<file path="src/rtl/boss_sched.sv">
// Boss jump scheduler with a hysteretic, hold-protected target arbiter between two players.
// Define BOSS_ENRAGE_EN to enable the enraged phase (shorter ground waits at low health).
module boss_sched #(
    parameter int WAIT_TICKS  = 30,
    parameter int ENRAGE_WAIT = 15,
    parameter int ENRAGE_HP   = 25,
    parameter int AGGRO_HYST  = 2,
    parameter int HOLD_TICKS  = 60,
    parameter int LAUNCH_TMO  = 4
) (
    input  logic        clk,
    input  logic        rst_n,
    input  logic        frame_tick,
    input  logic [1:0]  game_active,
    input  logic [11:0] char_x,
    input  logic [11:0] player_2_x,
    input  logic [3:0]  class_aggro,
    input  logic [3:0]  player_2_aggro,
    input  logic [11:0] boss_x,
    input  logic [6:0]  boss_hp,
    input  logic        boss_on_ground,
    output logic        jump_start,
    output logic        jump_dir,
    output logic [11:0] target_x,
    output logic        target_sel,
    output logic [1:0]  boss_phase,
    output logic        launch_fault
);

    localparam int CW = 8;

    localparam logic [1:0] S_IDLE   = 2'd0;
    localparam logic [1:0] S_WAIT   = 2'd1;
    localparam logic [1:0] S_LAUNCH = 2'd2;
    localparam logic [1:0] S_AIR    = 2'd3;

    logic [1:0]    state_q, state_d;
    logic [CW-1:0] cnt_q, cnt_d;
    logic [CW-1:0] hold_q, hold_d;
    logic          jump_start_q, jump_start_d;
    logic          jump_dir_q, jump_dir_d;
    logic          target_sel_q, target_sel_d;
    logic [1:0]    boss_phase_q, boss_phase_d;
    logic          launch_fault_q, launch_fault_d;

    logic          enraged;
    logic [CW-1:0] wait_len;
    logic [3:0]    cur_aggro, chal_aggro;
    logic          switch_ok;

`ifdef BOSS_ENRAGE_EN
    assign enraged = (boss_hp <= 7'(ENRAGE_HP));
`else
    // Health still feeds the expression so the port stays referenced; the result is constant 0.
    assign enraged = (boss_hp <= 7'(ENRAGE_HP)) & 1'b0;
`endif

    assign wait_len   = enraged ? CW'(ENRAGE_WAIT) : CW'(WAIT_TICKS);
    assign target_x   = target_sel_q ? player_2_x : char_x;
    assign cur_aggro  = target_sel_q ? player_2_aggro : class_aggro;
    assign chal_aggro = target_sel_q ? class_aggro : player_2_aggro;
    assign switch_ok  = ({1'b0, chal_aggro} >= ({1'b0, cur_aggro} + 5'(AGGRO_HYST)));

    always_comb begin
        state_d        = state_q;
        cnt_d          = cnt_q;
        hold_d         = hold_q;
        jump_start_d   = 1'b0;
        jump_dir_d     = jump_dir_q;
        target_sel_d   = target_sel_q;
        boss_phase_d   = boss_phase_q;
        launch_fault_d = launch_fault_q;
        if (frame_tick) begin
            if (game_active != 2'd1) begin
                state_d      = S_IDLE;
                cnt_d        = '0;
                hold_d       = '0;
                boss_phase_d = 2'd0;
            end else begin
                boss_phase_d = enraged ? 2'd2 : 2'd1;
                if (hold_q != '0)
                    hold_d = hold_q - 1'b1;
                // Target is locked while the boss is committed to a jump.
                if ((state_q == S_IDLE || state_q == S_WAIT) && hold_q == '0 && switch_ok) begin
                    target_sel_d = ~target_sel_q;
                    hold_d       = CW'(HOLD_TICKS);
                end
                case (state_q)
                    S_IDLE: begin
                        state_d = S_WAIT;
                        cnt_d   = wait_len;
                    end
                    S_WAIT: begin
                        if (boss_on_ground) begin
                            if (cnt_q <= CW'(1)) begin
                                state_d      = S_LAUNCH;
                                cnt_d        = CW'(LAUNCH_TMO);
                                jump_start_d = 1'b1;
                                jump_dir_d   = (target_x < boss_x) ? 1'b0 : 1'b1;
                            end else begin
                                cnt_d = cnt_q - 1'b1;
                            end
                        end
                    end
                    S_LAUNCH: begin
                        if (!boss_on_ground) begin
                            state_d = S_AIR;
                            cnt_d   = '0;
                        end else if (cnt_q <= CW'(1)) begin
                            state_d        = S_WAIT;
                            cnt_d          = wait_len;
                            launch_fault_d = 1'b1;
                        end else begin
                            cnt_d = cnt_q - 1'b1;
                        end
                    end
                    default: begin
                        if (boss_on_ground) begin
                            state_d = S_WAIT;
                            cnt_d   = wait_len;
                        end
                    end
                endcase
            end
        end
    end

    always_ff @(posedge clk) begin
        if (!rst_n) begin
            state_q        <= S_IDLE;
            cnt_q          <= '0;
            hold_q         <= '0;
            jump_start_q   <= 1'b0;
            jump_dir_q     <= 1'b1;
            target_sel_q   <= 1'b0;
            boss_phase_q   <= 2'd0;
            launch_fault_q <= 1'b0;
        end else begin
            state_q        <= state_d;
            cnt_q          <= cnt_d;
            hold_q         <= hold_d;
            jump_start_q   <= jump_start_d;
            jump_dir_q     <= jump_dir_d;
            target_sel_q   <= target_sel_d;
            boss_phase_q   <= boss_phase_d;
            launch_fault_q <= launch_fault_d;
        end
    end

    assign jump_start   = jump_start_q;
    assign jump_dir     = jump_dir_q;
    assign target_sel   = target_sel_q;
    assign boss_phase   = boss_phase_q;
    assign launch_fault = launch_fault_q;

endmodule

</file>
<file path="config.mk">
export PLATFORM = sky130hd
export DESIGN_NAME = boss_sched
export DESIGN_NICKNAME = d
export VERILOG_FILES = /design/src/rtl/boss_sched.sv
export SDC_FILE = /design/constraint.sdc
export NUM_CORES = 1
export LEC_CHECK = 0
export ABC_CLOCK_PERIOD_IN_PS = 6850
export BUFFER_PORTS_ARGS = -buffer_cell sky130_fd_sc_hd__buf_2
export CAP_MARGIN = 20
export CORE_MARGIN = 8
export CORE_UTILIZATION = 53
export CTS_CLUSTER_SIZE = 12
export DETAILED_ROUTE_END_ITERATION = 8
export HOLD_SLACK_MARGIN = 0.03
export PLACE_DENSITY = 0.85
export SLEW_MARGIN = 20
export SYNTH_ARGS = -nofsm -noshare
export SYNTH_HDL_FRONTEND = slang
export SYNTH_SLANG_ARGS = --single-unit
</file>
<file path="constraint.sdc">
create_clock -name clk -period 6.85 [get_ports clk]
set_clock_uncertainty 0.2 [all_clocks]
set_input_delay 1.37 -clock clk [delete_from_list [all_inputs] [get_ports clk]]
set_output_delay 1.37 -clock clk [all_outputs]
set_load 0.1 [all_outputs]
</file>
-- Word level (Yosys, flattened, before mapping)
Cells that the tools add are included.
- input port bits: 57
- register bits: 24
- logic and storage cells: 64
- output and inout bits: 18
- reductions and logical operators: 15
- bitwise logic cells: 6
- add/subtract/negate cells: 3
- equal/unequal tests: 6
- order comparisons: 3
- multiplexer cells: 23
- operator list (operator ; count):
    8-bit 2-to-1 mux ; 9
    8-bit case mux with 3 select lines ; 1
    8-bit by 1-bit subtractor with 8-bit output, second input constant ; 2
    5-bit AND reduction ; 3
    12-bit < comparator ; 1
    12-bit 2-to-1 mux ; 1
    2-bit 2-to-1 mux ; 6
    8-bit by 1-bit less-or-equal comparator with 1-bit output, second input constant ; 1
    8-bit zero test ; 1
    4-bit 2-to-1 mux ; 2
    8-bit nonzero test ; 1
    1-bit inverter ; 6
    2-bit case mux with 3 select lines ; 1
    3-bit AND reduction ; 2
    4-bit by 2-bit adder with 5-bit output, second input constant ; 1
    4-bit by 5-bit greater-or-equal comparator with 1-bit output ; 1
    5-bit OR reduction ; 1
    4-bit != test, second input constant ; 1
    4-bit nonzero test ; 1
    1-bit 2-to-1 mux ; 3
    3-bit by 2-bit != test with 1-bit output, second input constant ; 1
    3-bit != test, second input constant ; 1
    3-bit nonzero test ; 1
    2-bit by 1-bit == test with 1-bit output, second input constant ; 1
    6 further kinds ; 7

-- Depth between registers and ports, before layout
- word-level depth: 6
- depth in mapped cells: 10
- gate-level depth less buffers: 9

-- Worst setup path before layout
No wires, ideal clock.
- path type: register to register
- start: register target_sel_q, in the netlist target_sel
- end: register target_sel_q, in the netlist target_sel
- stages on the path, launching flop included: 11
- setup time: 0.072 ns
- data arrival time: 3.598 ns
- data required time: 6.578 ns
- buffers on the path: 1
- slack: 2.979 ns
- period minus slack after synthesis: 3.871 ns
- cell sequence: dfxtp_1 clkbuf_1 mux2_2 ha_1 xor2_1 ha_1 o21a_1 nor2_1 or3_1 or4_1 a21oi_1
- cells in the longest elaborated chain, start to end: 5
- RTL lines (item ; RTL line ; RTL):
    start: declaration ; 42 ; logic target_sel_q, target_sel_d;
    start signal: assignment ; 144 ; target_sel_q <= target_sel_d;
    4-bit 2-to-1 mux ; 60 ; assign cur_aggro = target_sel_q ? player_2_aggro : class_aggro;
    4-bit by 2-bit adder with 5-bit output ; 62 ; assign switch_ok = ({1'b0, chal_aggro} >= ({1'b0, cur_aggro} + 5'(AGGRO_HYST)));
    4-bit by 5-bit greater-or-equal comparator with 1-bit output ; 62 ;
    1-bit logical AND ; 84 ; if ((state_q == S_IDLE || state_q == S_WAIT) && hold_q == '0 && switch_ok) begin
    3-bit AND reduction (no source line) ; -- ;
Parallel ways exist; a longest one is shown, timed or not.
A chain may end at the register's enable or synchronous reset.

-- Final worst setup path
- start: input class_aggro[1]
- end: register hold_q[5]
- cells in the longest elaborated chain, start to end: 6
- RTL lines (item ; RTL line ; RTL):
    start: declaration ; 17 ; input logic [3:0] class_aggro,
    4-bit 2-to-1 mux ; 60 ;
    4-bit by 2-bit adder with 5-bit output ; 62 ;
    4-bit by 5-bit greater-or-equal comparator with 1-bit output * ; 62 ;
    1-bit logical AND * ; 84 ;
    3-bit nonzero test (no source line) / 8-bit 2-to-1 mux (equally long branches) ; -- ;
    2-bit AND reduction (no source line) / 8-bit 2-to-1 mux (equally long branches) ; -- ;
    end signal: assignment ; 141 ; hold_q <= hold_d;
    end: declaration ; 39 ; logic [CW-1:0] hold_q, hold_d;
Every way passes the cells marked *; elsewhere a longest branch is shown, timed or not.

==> run summary <==
worst skew pair latency -> 0.27 ns
average wire per cell in the routed design -> 14.3 µm
Post CTS Setup Buffer Count -> 0
post-synth net total -> 314
share of cells above drive strength 1 -> 0.320
Fillers -> 333
post-layout net count -> 377
crit path max fanout -> 5
Sequential Power Share -> 0.356
Overflow after GRT -> 0
Combinational Power Share -> 0.435
Worst Path Required -> 6.79 ns
drt pass-1 iters -> 4
setup TNS -> 0 ns
reg2reg path depth -> 9
clock tree sinks -> 23
Worst Max-Slew Pin Slew -> 0.984 ns
FF-to-FF End -> hold_q[5]
final period utilization -> 0.536
global-route wire length before repair -> 8540 µm
DRC -> 0
fin. max-slew vios -> 0
Die Area -> 5950 µm²
num rows -> 22
Lkg Pwr -> 1.09 nW
critical path launch point type -> input pin
RSZ-0062 raised after global routing -> no
hold path startpoint -> boss_phase[0]
Distinct cells, synth -> 57
f_max -> 0.273 GHz
cell class contributing the biggest share of worst-path delay -> compound AO/OA/AOI/OAI gates
Net Sw Frac -> 0.406
Slowest-stage cell, CP -> a2111oi_0
vias per inst -> 5.54
Routed Antenna Nets -> 0
# port buffers -> 66
worst hold path endpoint -> boss_phase[0]
fin crit period -> 3.67 ns
initial core utilization -> 0.545
ys async rst share -> 0
post-synthesis register bit count -> 23
Top FF cell, synth -> dfxtp_1
Reg2Reg Setup Slack -> 3.26 ns
die height -> 77.2 µm
critical setup path kind -> input pin to flop
Final Setup Violations -> 0
CP peak stage delay -> 0.48 ns
Clock Tree Buf Depth -> 2
Clock Tree Root -> clkbuf_8
via count -> 1,913
Post-synth EDFFs -> 0
CTS Buf Count -> 3
Critical path buffers and inverters -> 1
vias in the first global route -> 1,953
total track usage -> 0.165
hold path cells -> 2
Critical Path End Type -> flop
final core utilization -> 0.648
Arrival @ worst endpoint -> 3.61 ns
run status -> finished, final reports clean
Cells after Synth -> 235
Ports -> 75
sequential area share after synthesis -> 0.232
core box area -> 3630 µm²
synthesized area -> 1980 µm²
pwr/cell area -> 173 nW/µm²
Die Wd -> 77.2 µm
Antenna Cells -> 0
Clk pin slew, worst setup/hold paths -> 0.08 ns
Mapped Avg Cell Area -> 8.43 µm²
TritonCTS clock tree -> yes
Total Wirelength -> 4950 µm
Levels on crit path -> 10
Critical R2R Launch -> target_sel
Internal -> 0.000243 W
area added between synthesis and finish -> 18.8%
Worst Hold Class -> flop to flop
initial antenna violation count -> 0
Clock Power Share -> 0.209
worst-path cell chain -> buf_2, mux2_2, ha_1, xor2_1, ha_1, o21a_1, nor2_1, or3_1, a2111oi_0, o22ai_1
htree depth -> 1
NetSw -> 0.000166 W
CP dominant cell by count -> ha_1
IR drop worst, VDD -> 0.101 mV
final hold viol count -> 0
GPL Wtd Cong -> 0.876
post_cts resized -> 0
Iteration-0 DRC Markers -> 90
Slew headroom -> 0.343
# Max-Cap Violations -> 0
Synth Warn # -> 0
hold_buf cts -> 0
pin count of the biggest net entering global routing -> 26
DPL Wire Length -> 4070 µm
-- tightest hold or removal path, delay by kind of cell, from the launching register on --
kind             cells  cell delay (ns)
flip-flops           1             0.31
AND/OR/NAND/NOR      1             0.05
AO/OA/AOI/OAI        1             0.05
-- flip-flops by register name, summed over array words and instances (netlist names) --
register,flops
launch_fault,1
jump_start,1
cnt_q,8
hold_q,8
jump_dir,1
target_sel,1
state_q,2
boss_phase,1
-- cell type report --
class                      count  area [µm²]  area share
multi-input combinational    182        1380       0.584
clock buffer                   3        41.3      0.0175
timing repair buffer          66         330       0.140
sequential                    23         460       0.196
inverter                      22        82.6      0.0351
clock inverter                 1        5.00     0.00213
tap                           48        60.1      0.0255
-- cells in the final DEF, fill, tap and decap left out, types with 2 or more instances in the layout --
master    instances
buf_2            66
dfxtp_1          23
ha_1             22
inv_1            21
mux2_2           19
nor2_1           19
a21oi_1          17
nand2_1          15
nor3_1           10
xnor2_1           7
o21ai_0           5
o21a_1            5
a21o_1            5
nand3_1           4
o211ai_1          4
or3_1             3
clkbuf_8          3
mux2i_1           2
nand2b_1          2
nor2b_1           2
or4_1             2
o311ai_1          2
and2_0            2
a32o_1            2
o22ai_1           2
a211oi_1          2
-- per-layer routing --
layer | part of all wire | GRT usage
met1 | 0.40 | 0.175
met2 | 0.55 | 0.320
met3 | 0.036 | 0.0385
met4 | 0.0057 | 0.0283
met5 | 0 | 0
-- Yosys cell counts, types with 2 or more instances --
master    number  area [µm²]
clkbuf_1       3        11.3
xnor2_1        7        61.3
o22ai_1        2        12.5
nor3_1        10        50.1
dfxtp_1       23         460
nand3_1        4        20.0
ha_1          22         275
or4_1          2        15.0
a21oi_1       17        85.1
or3_1          3        18.8
inv_1         21        78.8
a21o_1         5        37.5
o311ai_1       2        17.5
o21a_1         5        37.5
o211ai_1       4        30.0
nand2_1       15        56.3
o21ai_0        5        25.0
mux2_2        19         214
buf_6          4        45.0
a211oi_1       2        15.0
nor2_1        19        71.3
mux2i_1        2        20.0
a32o_1         2        20.0
and2_0         2        12.5
nand2b_1       2        12.5
nor2b_1        2        12.5
-- worst max-delay path by stage --
| stage | start | end | slack (ns) |
|---|---|---|---|
| floorplan | target_sel | target_sel | 2.98 |
| CTS | player_2_aggro[1] | hold_q[5] | 3.17 |
| global placement | player_2_aggro[2] | target_sel | 2.99 |
| finish | class_aggro[1] | hold_q[5] | 3.18 |
| detailed placement | player_2_aggro[1] | hold_q[5] | 2.89 |
| global route | target_sel | hold_q[2] | 3.02 |
-- per-stage QoR --
step           hold slack [ns]  worst slack (ns)  cells  area, µm²  total power, W
3_5_place_dp             0.256              2.89    341       2310        0.000325
6_report                 0.261              3.18    345       2350        0.000408
3_3_place_gp             0.246              2.99    341       2310        0.000320
2_1_floorplan            0.262              2.98    235       1980        0.000290
4_1_cts                  0.267              3.17    345       2350        0.000411
5_1_grt                  0.292              3.02    345       2350        0.000433
-- power groups by stage --
stage | Combinational (W) | Sequential, W | Clock (W)
4_1_cts | 0.000178 | 0.000145 | 0.0000873
6_report | 0.000177 | 0.000145 | 0.0000854
5_1_grt | 0.000195 | 0.000146 | 0.0000913
3_3_place_gp | 0.000172 | 0.000148 | 0
3_5_place_dp | 0.000177 | 0.000149 | 0
2_1_floorplan | 0.000140 | 0.000150 | 0
-- kinds of logic after synthesis --
family / share of synthesized area
buffers and inverters: 0.0739
AOI/OAI and AO/OA: 0.208
other: 0.00189
DFF: 0.232
muxes: 0.118
adders and majority gates: 0.139
and+or+nand+nor: 0.191
xor gates and xnor gates: 0.0354
Note: power is estimated with default switching activity, not from simulation.
